### src/rtl/xadc_temp_bcd.sv
// XADC temperature code to packed-BCD tenths of a degree Celsius (scale, double-dabble, atomic load).
// Define XADC_TEMP_AVG_EN to average four accepted samples before each conversion.
module xadc_temp_bcd #(
   parameter int g_OFFSET_X10 = 2732
) (
   input  logic        clk,
   input  logic        rst_n,
   input  logic        i_valid,
   input  logic [11:0] i_code,
   output logic        o_busy,
   output logic [15:0] o_display_buffer,
   output logic        o_update,
   output logic        o_underflow
);

   localparam logic [1:0] IDLE  = 2'd0;
   localparam logic [1:0] SCALE = 2'd1;
   localparam logic [1:0] CONV  = 2'd2;
   localparam logic [1:0] LOAD  = 2'd3;

   logic [1:0]  state_q, state_d;
   logic [11:0] code_q, code_d;
   logic [11:0] bin_q, bin_d;
   logic [15:0] bcd_q, bcd_d;
   logic [3:0]  iter_q, iter_d;
   logic        unf_q, unf_d;
   logic [15:0] disp_q, disp_d;
   logic        upd_q, upd_d;
   logic        unfo_q, unfo_d;

`ifdef XADC_TEMP_AVG_EN
   logic [13:0] acc_q, acc_d;
   logic [1:0]  cnt_q, cnt_d;
   logic [13:0] acc_sum;
   assign acc_sum = acc_q + 14'(i_code);
`endif

   // Rounded fixed-point scale: code * 5040 / 4096 gives tenths of a Kelvin.
   logic [24:0] prod_rnd;
   logic [24:0] p_full;
   logic        scale_neg;
   logic [11:0] scale_bin;
   assign prod_rnd  = 25'(code_q) * 25'd5040 + 25'd2048;
   assign p_full    = prod_rnd >> 12;
   assign scale_neg = p_full < 25'(g_OFFSET_X10);
   assign scale_bin = scale_neg ? 12'd0 : 12'(p_full - 25'(g_OFFSET_X10));

   logic [15:0] bcd_adj;
   genvar gi;
   generate
      for (gi = 0; gi < 4; gi++) begin : g_dabble
         assign bcd_adj[gi*4 +: 4] = (bcd_q[gi*4 +: 4] >= 4'd5) ? bcd_q[gi*4 +: 4] + 4'd3
                                                                : bcd_q[gi*4 +: 4];
      end
   endgenerate

   always_comb begin
      state_d = state_q;
      code_d  = code_q;
      bin_d   = bin_q;
      bcd_d   = bcd_q;
      iter_d  = iter_q;
      unf_d   = unf_q;
      disp_d  = disp_q;
      upd_d   = 1'b0;
      unfo_d  = unfo_q;
`ifdef XADC_TEMP_AVG_EN
      acc_d   = acc_q;
      cnt_d   = cnt_q;
`endif
      case (state_q)
         IDLE: begin
            if (i_valid) begin
`ifdef XADC_TEMP_AVG_EN
               if (cnt_q == 2'd3) begin
                  code_d  = 12'(acc_sum >> 2);
                  acc_d   = 14'd0;
                  cnt_d   = 2'd0;
                  state_d = SCALE;
               end else begin
                  acc_d = acc_sum;
                  cnt_d = cnt_q + 2'd1;
               end
`else
               code_d  = i_code;
               state_d = SCALE;
`endif
            end
         end
         SCALE: begin
            bin_d   = scale_bin;
            unf_d   = scale_neg;
            bcd_d   = 16'd0;
            iter_d  = 4'd0;
            state_d = CONV;
         end
         CONV: begin
            bcd_d  = 16'({bcd_adj, bin_q[11]});
            bin_d  = bin_q << 1;
            iter_d = iter_q + 4'd1;
            if (iter_q == 4'd11) state_d = LOAD;
         end
         LOAD: begin
            disp_d  = bcd_q;
            unfo_d  = unf_q;
            upd_d   = 1'b1;
            state_d = IDLE;
         end
         default: state_d = IDLE;
      endcase
   end

   always_ff @(posedge clk or negedge rst_n) begin
      if (!rst_n) begin
         state_q <= IDLE;
         code_q  <= 12'd0;
         bin_q   <= 12'd0;
         bcd_q   <= 16'd0;
         iter_q  <= 4'd0;
         unf_q   <= 1'b0;
         disp_q  <= 16'd0;
         upd_q   <= 1'b0;
         unfo_q  <= 1'b0;
`ifdef XADC_TEMP_AVG_EN
         acc_q   <= 14'd0;
         cnt_q   <= 2'd0;
`endif
      end else begin
         state_q <= state_d;
         code_q  <= code_d;
         bin_q   <= bin_d;
         bcd_q   <= bcd_d;
         iter_q  <= iter_d;
         unf_q   <= unf_d;
         disp_q  <= disp_d;
         upd_q   <= upd_d;
         unfo_q  <= unfo_d;
`ifdef XADC_TEMP_AVG_EN
         acc_q   <= acc_d;
         cnt_q   <= cnt_d;
`endif
      end
   end

   assign o_busy           = (state_q != IDLE);
   assign o_display_buffer = disp_q;
   assign o_update         = upd_q;
   assign o_underflow      = unfo_q;

endmodule

### config.mk
export PLATFORM = sky130hd
export DESIGN_NAME = xadc_temp_bcd
export DESIGN_NICKNAME = d
export VERILOG_FILES = /design/src/rtl/xadc_temp_bcd.sv
export SDC_FILE = /design/constraint.sdc
export NUM_CORES = 1
export LEC_CHECK = 0
export CAP_MARGIN = 20
export CORE_MARGIN = 1.5
export CORE_UTILIZATION = 35
export DETAILED_ROUTE_END_ITERATION = 16
export PLACE_DENSITY = 0.56
export SYNTH_ARGS = -nofsm -noshare
export SYNTH_HDL_FRONTEND = slang
export SYNTH_SLANG_ARGS = --single-unit
### constraint.sdc
create_clock -name clk -period 17.65 [get_ports clk]
set_input_delay 5.295 -clock clk [delete_from_list [all_inputs] [get_ports clk]]
set_output_delay 5.295 -clock clk [all_outputs]
set_load 0.02 [all_outputs]
==> results.py <==
metrics = {
    "run_status": {
        "status": "complete, no violations",
    },
    "synth": {
        "synth_flop_cell": "dfrtp_1",
        "syn_area_mm2": 0.00591,
        "ys_warn_count": 0,
        "yosysTopAreaCell": "dfrtp_1",
        "async_flop_share_pct": 100,
        "synth_area_leaders": "dfrtp_1 28%, ha_1 14%, fa_1 12%",
        "ys_seq_area_share_pct": 27.5,
        "ys_ff_latch": 65,
        "synth.distinct_cells": 81,
        "synth_nets": 708,
        "synth_edf_count": 0,
        "yosysTopAreaCellShare_pct": 27.5,
        "synth_area_per_cell_um2": 9.99,
        "syn_inst": 592,
        "synth_most_common_cell": "inv_1",
        "synth_common_cells": "107 x inv_1, 65 x dfrtp_1, 65 x ha_1, 36 x fa_1, 30 x mux2_2",
    },
    "clocking": {
        "cts_resized": 0,
        "cts_setup_buffers": 0,
        "clockRootBuffer": "clkbuf_16",
        "clkSinkCount": 65,
        "cts_inserted_buffers": 9,
        "tritoncts": "yes",
        "htree_levels": 3,
        "clockBufferDepth": 2,
        "clk_pin_slew_ns": 0.06,
        "clk-insertion-delay-late_ns": 0.34,
        "cts_hold_buf": 0,
    },
    "final_layout": {
        "layout.nets": 736,
        "drive_above_1_share_pct": 12.6,
        "fillers": 1606,
        "synthToLayoutAreaGrowth_pct": 14.4,
        "final_area_mm2": 0.00676,
        "diodes": 0,
        "final_core_utilization_pct": 40.9,
    },
    "die": {
        "fp.dieH_um": 133,
        "core_mm2": 0.0165,
        "io_pins": 34,
        "die_w_um": 133,
        "initial_core_util_pct": 35.8,
        "rows": 47,
        "die_area_mm2": 0.0177,
    },
    "routing": {
        "post_drt_wl_per_cell_um": 12.6,
        "first_pass_iters": 6,
        "route.detailed.drc": 0,
        "vias": 4147,
        "drtIter0Drc": 116,
        "wl_um": 10600,
        "detail-route-antenna-nets": 0,
        "viasPerCell": 4.91,
    },
    "sta": {
        "finalSetupViolations": 0,
        "fin_crit_sh_pct": 39.6,
        "worst_pin_slew_ns": 0.934,
        "skew_ns": 0.00353,
        "hold_viol": 0,
        "rsz0062_at_grt": "no",
        "fmax_ghz": 0.143,
        "drv_slew": 0,
        "fin_setup_tns_ns": 0,
        "timing.final.crit_period_ns": 6.99,
        "setup_slack_ns": 10.66,
        "slew_headroom_pct": 37.7,
    },
    "worst_hold_path": {
        "hp-class": "flop to flop",
        "worstHoldPathCells": 1,
    },
    "setup_path": {
        "critPathMaxFanout": 4,
        "worst_r2r_path_depth": 23,
        "worstPathRequired_ns": 12.35,
        "cp.arrival_ns": 1.70,
        "path_class": "flop to primary output",
        "start_kind": "flop",
        "end_kind": "primary output",
    },
    "global_route": {
        "overflow": 0,
        "grt_pass1_vias": 4181,
        "grt_pass1_wl_um": 19200,
        "grt_util_all_layers_pct": 13.2,
        "grt_antenna_before_repair": 0,
        "grt_max_degree": 66,
    },
    "placement": {
        "gp_congestion": 0.774,
        "dp_hpwl_um": 8330,
        "port_buffers": 33,
        "dpl_worst_slack_ns": 10.97,
        "placed_area_mm2": 0.00644,
    },
    "job": {
        "drv_cap": 0,
    },
}
## state kept, by name, indices dropped and copies added, names as in the netlist
| signal | flops |
|---|---|
| bcd_q | 16 |
| o_display_buffer | 16 |
| bin_q | 12 |
| code_q | 12 |
| iter_q | 4 |
| state_q | 2 |
| o_underflow | 1 |
| o_update | 1 |
| unf_q | 1 |
## cell type report
type                    count  area, µm²  area share (%)
inverters                 108        405            5.99
clock buffers               9        225            3.33
flip-flops and latches     65       1630            24.0
clock inverters             7        103            1.52
repair buffers             35        340            5.03
multi-input cells         401       3790            56.0
well taps                 220        275            4.07
## cell families after synthesis
| logic type | synth area share, % |
|---|---|
| AOI/OAI and AO/OA | 14.5 |
| adders and majority gates | 25.9 |
| and+or+nand+nor | 11.1 |
| xor gates and xnor gates | 6.54 |
| muxes | 6.05 |
| DFF | 27.5 |
| buffers and inverters | 8.40 |
## stage by stage
step | instances | hold WS [ns]
after floorplan | 592 | 0.448
after global placement | 829 | 0.464
after detailed placement | 829 | 0.474
after CTS | 845 | 0.493
after global routing | 845 | 0.507
final | 845 | 0.491
## worst max-delay path, stage by stage (launching register included)
cell             delay (ns)
dfrtp_1                0.39
inv_1                  0.09
ha_1                   0.21
inv_1                  0.07
clkdlybuf4s50_1        0.59
## cells in the final DEF (no fill, tap or decap), drive strengths merged, types with 6 or more instances in the layout
master         synthesis  layout
a21o                   6       6
a21oi                 20      20
and3                  10      10
clkbuf                13       9
clkdlybuf4s50          0      32
dfrtp                 65      65
fa                    36      36
ha                    65      65
inv                  107     109
mux2                  30      30
nand2                 23      23
nand2b                 9       9
nand3                 17      17
nor2                  22      22
nor3                   9       9
o21ai                 26      26
o22ai                  6       6
xnor2                 26      26
xor2                  13      13
## final timing paths
| check | from | endpoint | slack (ns) |
|---|---|---|---|
| worst max-delay path | state_q[0] | o_busy | 10.66 |
| worst min-delay path | bin_q[0] | bin_q[0] | 0.49 |
| worst max register to register | code_q[6] | bin_q[4] | 11.49 |
| worst min register to register | bin_q[0] | bin_q[0] | 0.49 |
| max in group asynchronous | rst_n | code_q[1] | 11.96 |
| min in group asynchronous | rst_n | o_display_buffer[10] | 5.11 |
## routing by layer
layer  wire [µm]  vias up  global-route usage [%]
met5           0        -                       0
met4          99        0                    3.42
met3         333       11                    3.18
met2        5300       51                    23.3
met1        4920     2003                    16.0
li1            -     2082                       -
Power is not shown: default switching activity piles up to over one toggle a cycle in this logic, so the estimate is an artifact.
